## src/rtl/button_conditioner.sv

```systemverilog
// Per-bit 2-flop synchroniser, counter debounce and registered rise/fall/repeat pulses.
// Optional auto-repeat for REPEAT_MASK bits is built when BTN_REPEAT_EN is defined.
module button_conditioner #(
    parameter int unsigned             N_BTN        = 7,
    parameter int unsigned             DEBOUNCE_CYC = 1024,
    parameter int unsigned             REPEAT_DELAY = 4096,
    parameter int unsigned             REPEAT_RATE  = 1024,
    parameter logic [N_BTN-1:0]        REPEAT_MASK  = 7'b0000011
) (
    input  logic             CLK,
    input  logic             RST_N,
    input  logic [N_BTN-1:0] btn_raw,
    output logic [N_BTN-1:0] btn_level,
    output logic [N_BTN-1:0] btn_rise,
    output logic [N_BTN-1:0] btn_fall,
    output logic [N_BTN-1:0] btn_rpt
);

    localparam int unsigned CW = $clog2(DEBOUNCE_CYC + 1);
    localparam logic [CW-1:0] DB_LAST = CW'(DEBOUNCE_CYC - 1);

    if (DEBOUNCE_CYC < 1 || REPEAT_DELAY < 1 || REPEAT_RATE < 1 || $bits(REPEAT_MASK) != N_BTN) begin : g_bad_cfg
        $error("button_conditioner: invalid parameter set");
    end

    logic [N_BTN-1:0] sync1;
    logic [N_BTN-1:0] sync2;
    logic [N_BTN-1:0] level_nxt;
    logic [N_BTN-1:0] rise_nxt;
    logic [N_BTN-1:0] fall_nxt;
    logic [CW-1:0]    cnt     [N_BTN];
    logic [CW-1:0]    cnt_nxt [N_BTN];

    always_comb begin
        for (int unsigned i = 0; i < N_BTN; i++) begin
            level_nxt[i] = btn_level[i];
            cnt_nxt[i]   = '0;
            if (sync2[i] != btn_level[i]) begin
                if (cnt[i] == DB_LAST) begin
                    level_nxt[i] = sync2[i];
                end else begin
                    cnt_nxt[i] = cnt[i] + CW'(1);
                end
            end
        end
    end

    assign rise_nxt = level_nxt & ~btn_level;
    assign fall_nxt = ~level_nxt & btn_level;

    always_ff @(posedge CLK or negedge RST_N) begin
        if (!RST_N) begin
            sync1     <= '0;
            sync2     <= '0;
            btn_level <= '0;
            btn_rise  <= '0;
            btn_fall  <= '0;
            for (int unsigned i = 0; i < N_BTN; i++) begin
                cnt[i] <= '0;
            end
        end else begin
            sync1     <= btn_raw;
            sync2     <= sync1;
            btn_level <= level_nxt;
            btn_rise  <= rise_nxt;
            btn_fall  <= fall_nxt;
            for (int unsigned i = 0; i < N_BTN; i++) begin
                cnt[i] <= cnt_nxt[i];
            end
        end
    end

`ifdef BTN_REPEAT_EN
    localparam int unsigned RMAX = (REPEAT_DELAY > REPEAT_RATE) ? REPEAT_DELAY : REPEAT_RATE;
    localparam int unsigned RW   = $clog2(RMAX + 1);
    localparam logic [RW-1:0] DELAY_LAST = RW'(REPEAT_DELAY - 1);
    localparam logic [RW-1:0] RATE_LAST  = RW'(REPEAT_RATE - 1);

    typedef enum logic [1:0] {
        RPT_IDLE,
        RPT_DELAY,
        RPT_REPEAT
    } rpt_state_e;

    rpt_state_e       state      [N_BTN];
    rpt_state_e       state_nxt  [N_BTN];
    logic [RW-1:0]    rcnt       [N_BTN];
    logic [RW-1:0]    rcnt_nxt   [N_BTN];
    logic [N_BTN-1:0] rpt_nxt;

    // Decisions use this edge's level transition so btn_rpt lines up with btn_rise.
    always_comb begin
        for (int unsigned i = 0; i < N_BTN; i++) begin
            state_nxt[i] = state[i];
            rcnt_nxt[i]  = rcnt[i];
            rpt_nxt[i]   = 1'b0;
            if (!REPEAT_MASK[i]) begin
                state_nxt[i] = RPT_IDLE;
                rcnt_nxt[i]  = '0;
                rpt_nxt[i]   = rise_nxt[i];
            end else if (fall_nxt[i]) begin
                state_nxt[i] = RPT_IDLE;
                rcnt_nxt[i]  = '0;
            end else begin
                case (state[i])
                    RPT_IDLE: begin
                        if (rise_nxt[i]) begin
                            state_nxt[i] = RPT_DELAY;
                            rcnt_nxt[i]  = '0;
                            rpt_nxt[i]   = 1'b1;
                        end
                    end
                    RPT_DELAY: begin
                        if (rcnt[i] == DELAY_LAST) begin
                            state_nxt[i] = RPT_REPEAT;
                            rcnt_nxt[i]  = '0;
                            rpt_nxt[i]   = 1'b1;
                        end else begin
                            rcnt_nxt[i] = rcnt[i] + RW'(1);
                        end
                    end
                    RPT_REPEAT: begin
                        if (rcnt[i] == RATE_LAST) begin
                            rcnt_nxt[i] = '0;
                            rpt_nxt[i]  = 1'b1;
                        end else begin
                            rcnt_nxt[i] = rcnt[i] + RW'(1);
                        end
                    end
                    default: begin
                        state_nxt[i] = RPT_IDLE;
                        rcnt_nxt[i]  = '0;
                    end
                endcase
            end
        end
    end

    always_ff @(posedge CLK or negedge RST_N) begin
        if (!RST_N) begin
            btn_rpt <= '0;
            for (int unsigned i = 0; i < N_BTN; i++) begin
                state[i] <= RPT_IDLE;
                rcnt[i]  <= '0;
            end
        end else begin
            btn_rpt <= rpt_nxt;
            for (int unsigned i = 0; i < N_BTN; i++) begin
                state[i] <= state_nxt[i];
                rcnt[i]  <= rcnt_nxt[i];
            end
        end
    end
`else
    assign btn_rpt = btn_rise;
`endif

endmodule
```

## config.mk

```make
export PLATFORM = sky130hd
export DESIGN_NAME = button_conditioner
export DESIGN_NICKNAME = d
export VERILOG_FILES = /design/src/rtl/button_conditioner.sv
export SDC_FILE = /design/constraint.sdc
export NUM_CORES = 1
export LEC_CHECK = 0
export BUFFER_PORTS_ARGS = -buffer_cell sky130_fd_sc_hd__buf_2
export CAP_MARGIN = 30
export CORE_MARGIN = 2
export CORE_UTILIZATION = 55
export DETAILED_ROUTE_END_ITERATION = 6
export PLACE_DENSITY = 0.79
export SYNTH_ARGS = -nofsm -noshare
export SYNTH_HDL_FRONTEND = slang
export SYNTH_SLANG_ARGS = --single-unit
export TNS_END_PERCENT = 5
```

## constraint.sdc

```tcl
create_clock -name CLK -period 2.1 [get_ports CLK]
set_clock_uncertainty 0.05 [all_clocks]
set_input_delay 0.105 -clock CLK [delete_from_list [all_inputs] [get_ports CLK]]
set_output_delay 0.105 -clock CLK [all_outputs]
set_load 0.01 [all_outputs]
```

-- After elaboration in Yosys (flattened, before gate mapping)
Cells that the tools add are included.
- register bits after elaboration: 112
- output and inout port bits: 28
- add/sub/neg operators: 7
- eq/ne operators: 14
- mux-type cells: 28
- bitwise gates (word level): 4
- operators by type and width (operator ; count):
    2-to-1 mux 11 bit ; 14
    adder 11 x 1 -> 11 bit (second input constant) ; 7
    == test 11 x 10 -> 1 bit (second input constant) ; 7
    bitwise AND 7 bit ; 2
    2-to-1 mux 1 bit ; 14
    inverter 7 bit ; 2
    != test 1 bit ; 7

-- Logic depth before layout (Yosys ltp)
Gate-level depths: netlist of the first run.
- word-level depth: 5
- mapped depth: 4
- depth with buffers taken out: 4

-- Least setup slack after synthesis of the first run
OpenSTA, ideal clock, no wires.
- kind: register to register
- start point: register cnt[0] (netlist bit)
- end point: register cnt[2] (netlist bit)
- library setup time: 0.156 ns
- data arrival time: 1.548 ns
- data required time: 1.894 ns
- slack: 0.346 ns
- cell stages (with the launch flop): 5
- period minus slack after synthesis: 1.754 ns
- path through: dfrtp_1 ha_1 nand2_1 o41ai_1 nor2_1
- RTL lines (item ; line ; source):
    start, declared ; 31 ; logic [CW-1:0] cnt [N_BTN];
    start signal, assigned by index ; 68 ; cnt[i] <= cnt_nxt[i];

-- Worst setup path in the final report of the first run
- start point: register cnt[22] (netlist bit)
- end point: register btn_level[4]
- word-level cells in the longest chain between the ends: 3
- ends and longest elaborated chain (item ; line ; source):
    == test 11 x 10 -> 1 bit ; 39 ; if (cnt[i] == DB_LAST) begin
    2-to-1 mux 1 bit ; 39 ;
    2-to-1 mux 1 bit ; 38 ; if (sync2[i] != btn_level[i]) begin
    net level_nxt[4] ; 28 ; logic [N_BTN-1:0] level_nxt;
    end signal, assigned ; 64 ; btn_level <= level_nxt;
    end, declared ; 13 ; output logic [N_BTN-1:0] btn_level,
The timed path passes the listed nets, and every way through them passes these cells.

==> results of run 1 <==
-- metrics by stage --
| step | setup WS (ps) | total power, W | instances | hold WS, ps |
|---|---|---|---|---|
| floorplan | 346 | 0.00236 | 415 | -241 |
| global route | 144 | 0.00405 | 585 | 298 |
| CTS | 241 | 0.00393 | 585 | 272 |
| finish | 240 | 0.00389 | 585 | 254 |
| global placement | 332 | 0.00246 | 561 | 135 |
| detailed placement | 264 | 0.00247 | 561 | 147 |
-- layer usage --
layer,share of wire (%),global-route usage [%],up-vias
met1,45,25.2,1692
li1,-,-,1662
met2,51,32.5,47
met4,2.0,7.80,0
met5,0,0,-
met3,2.5,3.87,14
-- where the power goes --
| part | internal (W) | total (W) | switching [W] |
|---|---|---|---|
| logic | 0.0000769 | 0.000182 | 0.000105 |
| registers | 0.00220 | 0.00225 | 0.0000490 |
| clock network | 0.000697 | 0.00145 | 0.000757 |
| total | 0.00298 | 0.00389 | 0.000910 |
-- worst paths after layout --
kind                               startpoint                     end  depth (start not counted)
max                         cnt[22]$_DFF_PN0_  btn_level[4]$_DFF_PN0_                          4
min                                     RST_N      sync2[6]$_DFF_PN0_                          2
max reg2reg                 cnt[22]$_DFF_PN0_  btn_level[4]$_DFF_PN0_                          4
min reg2reg                sync1[3]$_DFF_PN0_      sync2[3]$_DFF_PN0_                          0
max in group asynchronous               RST_N       cnt[28]$_DFF_PN0_                          3
min in group CLK           sync1[3]$_DFF_PN0_      sync2[3]$_DFF_PN0_                          0
-- synth_stat cells --
cell type | count | area share, %
o311ai_0 | 2 | 0.36
or3_2 | 1 | 0.16
and3_2 | 1 | 0.16
or4_1 | 16 | 2.5
xnor2_1 | 10 | 1.8
nand4_1 | 9 | 1.2
nand3_2 | 2 | 0.41
nand2_1 | 19 | 1.5
or3_1 | 17 | 2.2
buf_4 | 7 | 1.1
mux2_2 | 6 | 1.4
or4_2 | 2 | 0.36
or4_4 | 4 | 0.93
o21ai_0 | 18 | 1.9
a21oi_1 | 26 | 2.7
ha_1 | 7 | 1.8
o31ai_1 | 15 | 2.3
nor3b_1 | 14 | 2.2
o311a_1 | 6 | 1.2
a21boi_0 | 7 | 1.1
clkbuf_1 | 3 | 0.23
dfrtp_1 | 112 | 58
o41ai_2 | 5 | 1.7
nand3_1 | 32 | 3.3
o311a_2 | 1 | 0.23
mux2_4 | 1 | 0.31
nand2b_1 | 6 | 0.78
o41ai_1 | 4 | 0.72
and3_1 | 6 | 0.78
inv_1 | 6 | 0.47
nor2_1 | 28 | 2.2
nand4_4 | 1 | 0.44
xor2_1 | 21 | 3.8
-- flip-flops by register name, indices dropped and copies added, names as in the netlist --
| register | cells |
|---|---|
| cnt | 77 |
| btn_level | 7 |
| sync1 | 7 |
| sync2 | 7 |
| btn_fall | 7 |
| btn_rise | 7 |
-- logic make-up after synthesis --
| kind of cell | after synthesis |
|---|---|
| AOI/OAI and AO/OA | 84 |
| muxes | 7 |
| and+or+nand+nor | 158 |
| DFF | 112 |
| adders and majority gates | 7 |
| buffers and inverters | 16 |
| xor gates and xnor gates | 31 |
-- area by class of cell --
class	count	area, sq um	area share, %
clock buffers	9	124	2.24
clock inverters	7	111	2.02
multi-input cells	287	1950	35.3
flip-flops and latches	112	2800	50.7
inverters	6	22.5	0.408
well taps	108	135	2.45
repair buffers	56	378	6.84
==> results.yml, run 1 <==
run_status:
  status: "finished, final reports clean"
sta:
  clock.fmax_mhz: 538
  hold_viol_final: 0
  fin_crit_ps: 1860
  worstMarginPinSlew_ps: 686
  setup_viol: 0
  finalSetupTns_ps: 0
  rsz0062_at_grt: "no"
  finalCritPeriodShare_pct: 88.6
  slew_viol_final: 0
  slew_headroom_pct: 54.2
placement:
  place_congestion: 0.837
  io_buffers: 36
  hpwl_mm: 6.07
  placed_cell_area_sq_um: 5210
synth:
  synthAdderAreaFrac_pct: 1.81
  synth_area_sq_um: 4840
  synth_xor_area_share_pct: 5.61
  synth-seq-cells: 112
  synth-simple-area-share_pct: 19.0
  synth_compound_area_share_pct: 12.2
  ys_types: 33
  yosys_warnings: 0
  synth_mux_area_share_pct: 1.71
  synth.avg_cell_area_sq_um: 11.7
  syn_nets: 431
  postSynthCellCount: 415
  synth_top_family_by_area: "simple AND/OR/NAND/NOR gates"
  ys_seq_area_share_pct: 57.9
power:
  power.leakage_nw: 2.41
  vdd_ir_drop_max_uv: 447
  pwr_density_cell_nw_per_um2: 703
route:
  ant_nets: 0
  wl_per_cell_um: 14.9
  drcViolationCount: 0
  dr.pass1.iters: 4
  vias: 3415
  drt-initial-drc-count: 146
  routed_wl_mm: 8.72
  via_per_inst: 5.84
floorplan:
  initial_utilization_pct: 56.0
  chipHeight_um: 97.8
  rows: 34
  io_pins: 37
  die_x_um: 97.8
  dieArea_sq_um: 9570
  core_area_sq_um: 8640
clocking:
  ctsHoldBuffers: 8
  cts_tree: "built"
  postCtsSetupBuffers: 0
  cts-buffers-inserted: 9
  ctsLongestPathBuffers: 2
  numClockSinks: 112
  cts-resized-gates: 0
  clk_latency_ps: 370
  clk_pin_slew_ps: 110
  cts-htree-levels: 3
  root_buffer: "clkbuf_8"
layout:
  final_cell_mix: "dfrtp_1, buf_2, nand3_1, nor2_1, a21oi_1"
  nFillCells: 672
  drive_above_1_share_pct: 18.4
  nets: 488
  final_util_pct: 64.0
  diodes: 0
  area_growth_pct: 14.1
  fin_area_sq_um: 5520
  final_common_cell: "dfrtp_1"
critical_path:
  cp_slowest_cell: "or4_1"
  crit_arrival_ps: 2080
  cp_max_fo: 7
  crit_family: "simple AND/OR/NAND/NOR gates"
  cp_slowest_stage_delay_ps: 630
  crit_type: "flip-flop to flip-flop"
  ff2ff_setup_slack_ps: 240
  critPathLaunchType: "flip-flop"
  cp_num_buf_inv: 1
  path_cells: "ha_1, inv_1, or4_1, mux2_2"
  crit_path_end_kind: "flip-flop"
  required_ps: 2320
global_route:
  grt_pass1_wl_mm: 15.3
  grt_max_degree: 54
  overflow: 0
  antenna_found_initial: 0
  grt_usage_pct: 19.4
  grt_pass1_vias: 3452
worst_hold_path:
  hp-class: "primary input to async pin"
job:
  drv_cap: 0
(Power assumes the default switching activity.)
==> run 2, diff against run 1 <==
--- a/config.mk
+++ b/config.mk
@@ -9,6 +9,7 @@
 export CAP_MARGIN = 30
 export CORE_MARGIN = 2
 export CORE_UTILIZATION = 55
+export CTS_BUF_LIST = sky130_fd_sc_hd__clkbuf_4
 export DETAILED_ROUTE_END_ITERATION = 6
 export PLACE_DENSITY = 0.79
 export SYNTH_ARGS = -nofsm -noshare
==> run 2 against run 1 <==
Non-clock buffer count did not move. First-iteration DRC count increased by 5.5%. Sequential share of layout area is 0.52 points higher. Setup slack worse by 11 ps.
==> results.yml, run 2 (synthesized netlist as in run 1, its figures left out) <==
critical_path:
  rr_worst_depth: 4
  critPathLaunchType: "flip-flop"
  crit_arrival_ps: 2200
  path_cells: "ha_1, nand3_2, or4_4, mux2_2"
  cp_slowest_stage_delay_ps: 590
  cp_num_buf_inv: 0
  crit_path_end_kind: "flip-flop"
  required_ps: 2430
  rr_startpoint: "cnt[44]$_DFF_PN0_"
  crit_family: "simple AND/OR/NAND/NOR gates"
  cp_max_fo: 8
  cp_slowest_cell: "or4_4"
  crit_type: "flip-flop to flip-flop"
  ff2ff_setup_slack_ps: 230
  rr_endpoint: "btn_level[2]$_DFF_PN0_"
clocking:
  numClockSinks: 112
  cts-htree-levels: 3
  clk_latency_ps: 470
  ctsHoldBuffers: 8
  cts_tree: "built"
  postCtsSetupBuffers: 0
  cts-resized-gates: 0
  clk_pin_slew_ps: 180
  cts-buffers-inserted: 9
  root_buffer: "clkbuf_4"
  ctsLongestPathBuffers: 2
power:
  power.leakage_nw: 2.38
  power_switching_share_pct: 24.1
  vdd_ir_drop_max_uv: 379
  p_int_w: 0.00279
  pwr-share-comb_pct: 4.9
  pwr-share-seq_pct: 61.3
  switchingPower_w: 0.000886
  pwr_density_cell_nw_per_um2: 672
  power.total_w: 0.00367
  clock_power_share_pct: 33.8
floorplan:
  rows: 34
  core_area_sq_um: 8640
  dieArea_sq_um: 9570
  die_x_um: 97.8
  chipHeight_um: 97.8
  io_pins: 37
  initial_utilization_pct: 56.0
layout:
  diodes: 0
  final_cell_mix: "dfrtp_1, buf_2, nand3_1, nor2_1, a21oi_1"
  area_growth_pct: 13.0
  nets: 488
  top_register: "cnt"
  final_cell_count_no_fill: 585
  final_common_cell: "dfrtp_1"
  largest_register_ff_count: 77
  drive_above_1_share_pct: 18.4
global_route:
  antenna_found_initial: 0
  grt_max_degree: 54
  grt_pass1_wl_mm: 15.1
  overflow: 0
  grt_pass1_vias: 3463
  grt_usage_pct: 19.3
sta:
  slew_headroom_pct: 54.1
  finalCritPeriodShare_pct: 89.1
  rsz0062_at_grt: "no"
  fin_crit_ps: 1870
  setup_viol: 0
  worstMarginPinSlew_ps: 688
  clock.fmax_mhz: 534
  slew_viol_final: 0
  finalSetupTns_ps: 0
  hold_viol_final: 0
worst_hold_path:
  hp-class: "primary input to async pin"
route:
  dr.pass1.iters: 4
  routed_wl_mm: 8.69
  vias: 3474
  drcViolationCount: 0
  wl_per_cell_um: 14.8
  via_per_inst: 5.94
  drt-initial-drc-count: 154
  ant_nets: 0
placement:
  hpwl_mm: 6.07
  place_inst: 561
  io_buffers: 36
  place_congestion: 0.837
run_status:
  status: "finished, final reports clean"
job:
  drv_cap: 0
## run 2: cell types whose count changed in the layout (fill, tap and decap cells not counted)
cell      previous run  this run
clkbuf_8             9         0
clkbuf_4             0         9
## run 2: power by group through the flow
stage	Combinational [W]	Sequential (W)	Clock, W
2_1_floorplan	0.0000812	0.00228	0
3_3_place_gp	0.000169	0.00229	0
3_5_place_dp	0.000173	0.00229	0
4_1_cts	0.000187	0.00225	0.00128
5_1_grt	0.000208	0.00226	0.00137
6_report	0.000181	0.00225	0.00124
## run 2: metal layers
layer	global-route usage, %	wire, um	vias to the layer above
met5	0	0	-
met4	8.01	162	0
met3	3.79	195	18
met2	32.3	4370	49
met1	24.7	3960	1745
li1	-	-	1662
## run 2: cell type report
| type | instances | area [sq um] |
|---|---|---|
| clock buffers | 9 | 67.6 |
| multi-input cells | 287 | 1950 |
| clock inverters | 7 | 111 |
| flip-flops and latches | 112 | 2800 |
| well taps | 108 | 135 |
| inverters | 6 | 22.5 |
| repair buffers | 56 | 378 |
| fillers | 684 | 3170 |
## run 2: how the worst max path moves through the flow
stage	endpoint	cells past startpoint	slack, ps	start
after floorplan	cnt[2]$_DFF_PN0_	4	350	cnt[0]$_DFF_PN0_
final	btn_level[2]$_DFF_PN0_	4	230	cnt[44]$_DFF_PN0_
after CTS	btn_level[3]$_DFF_PN0_	4	230	cnt[33]$_DFF_PN0_
after detailed placement	btn_level[3]$_DFF_PN0_	4	260	cnt[33]$_DFF_PN0_
after global routing	btn_level[2]$_DFF_PN0_	4	140	cnt[44]$_DFF_PN0_
after global placement	btn_level[6]$_DFF_PN0_	4	330	cnt[0]$_DFF_PN0_
## run 2: through the flow
stage | instance area (sq um) | hold WS, ps | setup WS, ps | utilization (%)
final | 5470 | 141 | 228 | 63.3
after global routing | 5470 | 174 | 136 | 63.3
after CTS | 5470 | 146 | 231 | 63.3
after detailed placement | 5210 | 147 | 264 | 60.3
after global placement | 5210 | 135 | 332 | 60.3
after floorplan | 4840 | -241 | 346 | -
